## src/rtl/spi_pkg.sv

```systemverilog
// Shared types and constants for the SPI slave synchronizer.
package spi_pkg;

    localparam int unsigned SYNC_STAGES = 2;
    localparam int unsigned RX_WIDTH    = 16;
    localparam int unsigned RX_CNT_W    = $clog2(RX_WIDTH);

    typedef enum logic [1:0] {
        IDLE   = 2'd0,
        START  = 2'd1,
        ACTIVE = 2'd2
    } state_t;

    // Registered control outputs of the slave FSM.
    typedef struct packed {
        logic sel;
        logic si;
        logic reset_flag;
        logic valid_flag;
    } ctl_t;

endpackage

```

## src/rtl/spi_edge_sync.sv

```systemverilog
// Two-flop synchronizer with optional third flop for rise/fall pulse detection.
module spi_edge_sync
    import spi_pkg::*;
#(
    parameter logic RST_VAL = 1'b0,
    parameter bit   EDGE_EN = 1'b1
) (
    input  logic clk,
    input  logic rst_n,
    input  logic din,
    output logic q,
    output logic rise_c,
    output logic fall_c
);

    logic [SYNC_STAGES-1:0] sync_q;

    always_ff @(posedge clk or negedge rst_n) begin
        if (!rst_n) begin
            sync_q <= {SYNC_STAGES{RST_VAL}};
        end else begin
            sync_q <= {sync_q[SYNC_STAGES-2:0], din};
        end
    end

    assign q = sync_q[SYNC_STAGES-1];

    generate
        if (EDGE_EN) begin : g_edge
            logic dly_q;

            always_ff @(posedge clk or negedge rst_n) begin
                if (!rst_n) begin
                    dly_q <= RST_VAL;
                end else begin
                    dly_q <= q;
                end
            end

            assign rise_c = q & ~dly_q;
            assign fall_c = ~q & dly_q;
        end else begin : g_no_edge
            assign rise_c = 1'b0;
            assign fall_c = 1'b0;
        end
    endgenerate

endmodule

```

## src/rtl/spi_slave_sync.sv

```systemverilog
// SPI mode-0 slave front end: pin synchronization, transaction FSM and MISO drive.
// Optional 16-bit receive word assembly is enabled with SPI_RX_WORD_EN.
module spi_slave_sync
    import spi_pkg::*;
(
    input  logic clk,
    input  logic rst_n,
    input  logic spi_sck,
    input  logic spi_cs_n,
    input  logic spi_mosi,
    output logic spi_miso,
    output logic spi_miso_oe,
    output logic sel,
    output logic si,
    output logic reset_flag,
    output logic valid_flag,
    input  logic so
`ifdef SPI_RX_WORD_EN
    ,
    output logic [RX_WIDTH-1:0] rx_word,
    output logic                rx_valid
`endif
);

    logic sck_q_unused, sck_rise_c, sck_fall_c;
    logic cs_q, cs_rise_unused, cs_fall_c;
    logic mosi_q, mosi_rise_unused, mosi_fall_unused;

    spi_edge_sync #(.RST_VAL(1'b0), .EDGE_EN(1'b1)) u_sck_sync (
        .clk    (clk),
        .rst_n  (rst_n),
        .din    (spi_sck),
        .q      (sck_q_unused),
        .rise_c (sck_rise_c),
        .fall_c (sck_fall_c)
    );

    spi_edge_sync #(.RST_VAL(1'b1), .EDGE_EN(1'b1)) u_cs_sync (
        .clk    (clk),
        .rst_n  (rst_n),
        .din    (spi_cs_n),
        .q      (cs_q),
        .rise_c (cs_rise_unused),
        .fall_c (cs_fall_c)
    );

    spi_edge_sync #(.RST_VAL(1'b0), .EDGE_EN(1'b0)) u_mosi_sync (
        .clk    (clk),
        .rst_n  (rst_n),
        .din    (spi_mosi),
        .q      (mosi_q),
        .rise_c (mosi_rise_unused),
        .fall_c (mosi_fall_unused)
    );

    // A cs_n fall is only honoured once a genuine high has been seen after reset,
    // so a chip-select already low at reset release does not open a transaction.
    logic [SYNC_STAGES-1:0] warm_q;
    logic                   armed_q;

    always_ff @(posedge clk or negedge rst_n) begin
        if (!rst_n) begin
            warm_q  <= '0;
            armed_q <= 1'b0;
        end else begin
            warm_q <= {warm_q[SYNC_STAGES-2:0], 1'b1};
            if (warm_q[SYNC_STAGES-1] && cs_q) begin
                armed_q <= 1'b1;
            end
        end
    end

    state_t state_q, state_d;
    ctl_t   ctl_q, ctl_d;
    logic   sample_c;

    assign sample_c = (state_q == ACTIVE) && !cs_q && sck_rise_c;

    always_comb begin
        state_d          = state_q;
        ctl_d            = ctl_q;
        ctl_d.reset_flag = 1'b0;
        ctl_d.valid_flag = 1'b0;
        case (state_q)
            IDLE: begin
                if (cs_fall_c && armed_q) begin
                    state_d          = START;
                    ctl_d.reset_flag = 1'b1;
                end
            end
            START: begin
                state_d = ACTIVE;
            end
            ACTIVE: begin
                if (cs_q) begin
                    state_d = IDLE;
                end else begin
                    if (sck_rise_c) begin
                        ctl_d.si = mosi_q;
                    end
                    if (sck_fall_c) begin
                        ctl_d.valid_flag = 1'b1;
                    end
                end
            end
            default: begin
                state_d = IDLE;
            end
        endcase
        ctl_d.sel = (state_d != IDLE);
    end

    always_ff @(posedge clk or negedge rst_n) begin
        if (!rst_n) begin
            state_q     <= IDLE;
            ctl_q       <= '0;
            spi_miso    <= 1'b0;
            spi_miso_oe <= 1'b0;
        end else begin
            state_q     <= state_d;
            ctl_q       <= ctl_d;
            spi_miso    <= ctl_q.sel ? so : 1'b0;
            spi_miso_oe <= ctl_q.sel;
        end
    end

    assign sel        = ctl_q.sel;
    assign si         = ctl_q.si;
    assign reset_flag = ctl_q.reset_flag;
    assign valid_flag = ctl_q.valid_flag;

`ifdef SPI_RX_WORD_EN
    logic [RX_WIDTH-1:0] shift_q;
    logic [RX_CNT_W-1:0] cnt_q;

    // MSB-first word assembly; the count restarts whenever the FSM leaves ACTIVE.
    always_ff @(posedge clk or negedge rst_n) begin
        if (!rst_n) begin
            shift_q  <= '0;
            cnt_q    <= '0;
            rx_word  <= '0;
            rx_valid <= 1'b0;
        end else begin
            rx_valid <= 1'b0;
            if (state_q != ACTIVE) begin
                cnt_q <= '0;
            end else if (sample_c) begin
                shift_q <= {shift_q[RX_WIDTH-2:0], mosi_q};
                cnt_q   <= cnt_q + RX_CNT_W'(1);
                if (cnt_q == RX_CNT_W'(RX_WIDTH - 1)) begin
                    rx_word  <= {shift_q[RX_WIDTH-2:0], mosi_q};
                    rx_valid <= 1'b1;
                end
            end
        end
    end
`endif

endmodule

```

## config.mk

```make
export PLATFORM = sky130hd
export DESIGN_NAME = spi_slave_sync
export DESIGN_NICKNAME = d
export VERILOG_FILES = /design/src/rtl/spi_pkg.sv /design/src/rtl/spi_edge_sync.sv /design/src/rtl/spi_slave_sync.sv
export SDC_FILE = /design/constraint.sdc
export NUM_CORES = 1
export LEC_CHECK = 0
export ABC_AREA = 1
export CAP_MARGIN = 40
export CORE_AREA = 8 8 45 47
export CTS_CLUSTER_DIAMETER = 100
export DETAILED_ROUTE_END_ITERATION = 6
export DIE_AREA = 0 0 53 55
export PLACE_DENSITY_LB_ADDON = 0.08
export RECOVER_POWER = 25
export SLEW_MARGIN = 20
export SYNTH_ARGS = -nofsm -noshare
export SYNTH_HDL_FRONTEND = slang
export SYNTH_SLANG_ARGS = --single-unit
```

## constraint.sdc

```tcl
create_clock -name clk -period 1.3 [get_ports clk]
set_input_delay 0.13 -clock clk [delete_from_list [all_inputs] [get_ports clk]]
set_output_delay 0.13 -clock clk [all_outputs]
set_load 0.02 [all_outputs]
```

======== Word-level counts from Yosys, hierarchy flattened ========
Cells that the tools add are included.
storage, ports and cells
  bits in registers ....................... 19
  logic and storage cells ................. 36
operators by class
  multiplexer cells ....................... 9
  reduce and logical (&&, ||, !) cells .... 5
  bitwise gates (word level) .............. 6
  eq/ne operators ......................... 2
operators with widths
  cell                  count
  $mux W1               6
  $pmux W2 S3           1
  $mux W2               2
  $and A1 B1 Y1         3
  $not A1 Y1            3
  $reduce_and A3 Y1     1
  $eq A2 B1 Y1 const B  1
  $eq A2 B2 Y1 const B  1
  $logic_and A1 B1 Y1   2
  $logic_not A2 Y1      1
  $reduce_bool A2 Y1    1

======== Longest topological paths before layout ========
  word-level depth ........................ 6
  mapped depth ............................ 5

======== Cells and area by module ========
From an unflattened synthesis, not the netlist that was laid out.
second synthesis, totals
  cell total of the unflattened synthesis .. 53
  area total of the unflattened synthesis .. 639.4 µm²
modules (own cells, without submodules)
  module                        cells each  sequential area each (µm²)  area each (µm²)  instances
  spi_slave_sync                34          275.3                       386.6            1
  spi_edge_sync at u_cs_sync    7           78.8                        93.8             1
  spi_edge_sync at u_sck_sync   7           75.1                        90.1             1
  spi_edge_sync at u_mosi_sync  5           50.0                        68.8             1

======== Least setup slack after synthesis ========
No wires, ideal clock.
  path kind ............................... register -> register
  from .................................... register u_cs_sync.sync_q[1]
  to ...................................... register ctl_q, in the netlist sel
  library setup time ...................... 0.129 ns
  slack ................................... 0.401 ns
  data arrival time ....................... 0.770 ns
  clock period less this slack ............ 0.899 ns
  stages on the path, launching flop included .. 6
  path through ............................ dfstp_2 inv_2 nand2_2 nor2_2 inv_2 nand3_1
RTL lines
  element                 line                   text
  from (decl)             spi_edge_sync.sv:16    logic [SYNC_STAGES-1:0] sync_q;
  from (signal assigned)  spi_edge_sync.sv:20    sync_q <= {SYNC_STAGES{RST_VAL}};
  from (signal assigned)  spi_edge_sync.sv:22    sync_q <= {sync_q[SYNC_STAGES-2:0], din};
  to (signal assigned)    spi_slave_sync.sv:121  ctl_q <= ctl_d;
  to (decl)               spi_slave_sync.sv:74   ctl_t ctl_q, ctl_d;

======== Final worst setup path ========
  from .................................... register ctl_q, in the netlist sel
  to ...................................... output sel
RTL lines
  element    line                  text
  to (decl)  spi_slave_sync.sv:13  output logic sel,
No word-level cell between the ends.

==> run metrics <==
status finished clean; CP max-delay cell dfrtp_1; xor and xnor area share after synthesis 0; Crit. End Element output pin; setup TNS 0 ns; # rows 14; endpoints failing hold 0; part of the power in registers 0.607; Cells after Synth 44; layout cell share with drive strength beyond 1 0.200; area leader, netlist dfrtp_1; Fillers 121; clock insertion delay at the later pin of the skew report 0.29 ns; clock sink count 19; RSZ-0062 raised after global routing no; I/O Buffers 11; Routed WL per cell 11.6 um; Logic pwr share 0.136; Net Sw Power 0.283 mW; count of cell types in the netlist 12; Placed Cells between 70 and 80; Seq/Total Area, Yosys 0.811; vias in the first global route around 370; Pwr Density 1480 mW/mm2; Reg-to-Reg End sel; Req. time, crit path about 1.2 ns; Total Wirelength approximately 890 um; DRC 0; Mapped Area 591 um2; skew final roughly 0.0015 ns; Net count, final 67; adder-cell share of the synthesized area 0; total number of H-tree levels 1; reg2reg start u_cs_sync.sync_q[1]; YS warnings 0; post-route ant nets 0; DR pass1 iterations 2; CP cell instances dlygate4sd2_1; Reg2Reg Depth 5; VDD IR max 0.000908 V; synth top area cells dfrtp_1 (68%), dfstp_2 (13%), nand2_1 (3.8%); overall die height between 50 and 60 um; clock-pin slew on the worst setup and hold paths 0.10 ns; pin count of the biggest net entering global routing 20; syn avg cell area 13.4 um2; Clk pwr share 0.256; Register-to-Register Setup Slack 0.34 ns; fin crit period 1.15 ns; drt initial violations 1; crit path kind reg -> out; vias between 300 and 400; Layout area overhead 26.5%; setup violation total in the final timing report 0; full die area ~0.0029 mm2; Post-Syn Nets 50; fmax 0.871 GHz; initial core utilization 0.427; Synth Area in Compound Gates 0.0127; # Max-Cap Violations 0; Internal a little over 0.8 mW; TritonCTS clock tree done; hold crit path type in -> async; Crit path max-delay family flip-flops; Synth top area share 0.678; clk buf depth 2; Die W roughly 53 um; Pleak 0.392 nW; buffer and inverter count on the worst path 1; Ant. Diodes 0; final design instance area without fill 747 um2; mux cell area share after synthesis 0; CP Max Fanout 3; main combinational cell family by area after synthesis simple AND/OR/NAND/NOR gates; Post-Synth Simple-Gate Area 0.125; CP arrival 1.02 ns; GR Util All Layers 0.0775; initial antenna violation count 0; I/O pin count 12; Pins Over Slew Limit 0; post-CTS setup buffer count 0; Final Util 0.540; #FFs+latches synth 19; crit-path max cell delay approximately 0.40 ns; Detailed Place HPWL 677 um; final std cells w/o fill 76; Num CTS Buffers 3; period utilisation layout 0.883; startpoint types flop; first-pass GRT wire length 1.52 mm; core area around 0.0014 mm2; placed cell area 728 um2; Vias/cell 4.55; root buffer cell clkbuf_4; global route total overflow 0; Final Wtd Congestion about 0.67; Hold WS 0.233 ns; sw frac 0.255
-- flip-flops by register name (all words and copies together), names as in the netlist, 2 cells and up --
signal	flops
state_q	2
u_cs_sync.sync_q	2
u_mosi_sync.sync_q	2
warm_q	2
u_sck_sync.sync_q	2
-- cells in the final DEF, fill, tap and decap left out, types with 2 or more instances in the layout --
cell type / synthesis / routed
clkbuf_4: 0 / 3
dlygate4sd2_1: 0 / 6
inv_1: 5 / 5
nor2_1: 3 / 3
nand2_1: 6 / 6
inv_2: 2 / 2
dfstp_2: 3 / 3
nand3_1: 3 / 3
dlygate4sd3_1: 0 / 4
nor2_2: 2 / 2
dfrtp_1: 16 / 16
-- how the worst max path moves through the flow --
stage	start	endpoint	slack, ns	depth (start not counted)
3_3_place_gp	sel	sel	0.23	1
3_5_place_dp	sel	sel	0.20	1
2_1_floorplan	u_cs_sync.sync_q[1]	sel	0.40	5
5_1_grt	sel	sel	0.09	1
6_report	sel	sel	0.15	1
4_1_cts	sel	sel	0.14	1
-- per-layer routing --
| metal | up-vias | GRT usage | share of wire | wire length (um) |
|---|---|---|---|---|
| met2 | 15 | 0.127 | 0.49 | 436 |
| met3 | 5 | 0.0374 | 0.10 | 92 |
| met1 | 165 | 0.0675 | 0.36 | 323 |
| met4 | 0 | 0.0776 | 0.036 | 32 |
| li1 | 161 | - | - | - |
| met5 | - | 0 | 0 | 0 |
-- what timing repair did --
item	CTS	global route
hold buffers	0	0
gates resized for setup	6	0
setup endpoints to repair	6	0
endpoints found under the hold margin	0	0
-- logic make-up after synthesis --
logic type | after synthesis
flip-flops | 19
AND/OR/NAND/NOR | 16
buffers and inverters | 7
AO/OA/AOI/OAI | 1
other | 1
-- power by group through the flow --
stage	logic, mW	clock network, mW	registers, mW
after floorplan	0.0391	0	0.721
after global placement	0.176	0	0.682
after detailed placement	0.179	0	0.687
after CTS	0.157	0.295	0.674
after global routing	0.167	0.327	0.681
final	0.151	0.284	0.673
-- cells in the mapped netlist --
library cell,count
dfrtp_1,16
nand2_1,6
inv_1,5
dfstp_2,3
nand3_1,3
nor2_1,3
inv_2,2
nor2_2,2
a21o_1,1
conb_1,1
nand2_2,1
nand4_1,1
-- through the flow --
stage	power [mW]	setup WS (ns)
floorplan	0.761	0.401
global placement	0.858	0.226
detailed placement	0.866	0.202
CTS	1.13	0.140
global route	1.17	0.0933
finish	1.11	0.152
-- layout make-up --
| cell class | instances | area (um2) | share of cell area |
|---|---|---|---|
| clock buffers | 4 | 26.3 | 0.0352 |
| well taps | 16 | 20.0 | 0.0268 |
| flip-flops and latches | 19 | 479 | 0.642 |
| multi-input cells | 18 | 85.1 | 0.114 |
| repair buffers | 12 | 110 | 0.147 |
| inverters | 7 | 26.3 | 0.0352 |
(Power assumes the default switching activity.)
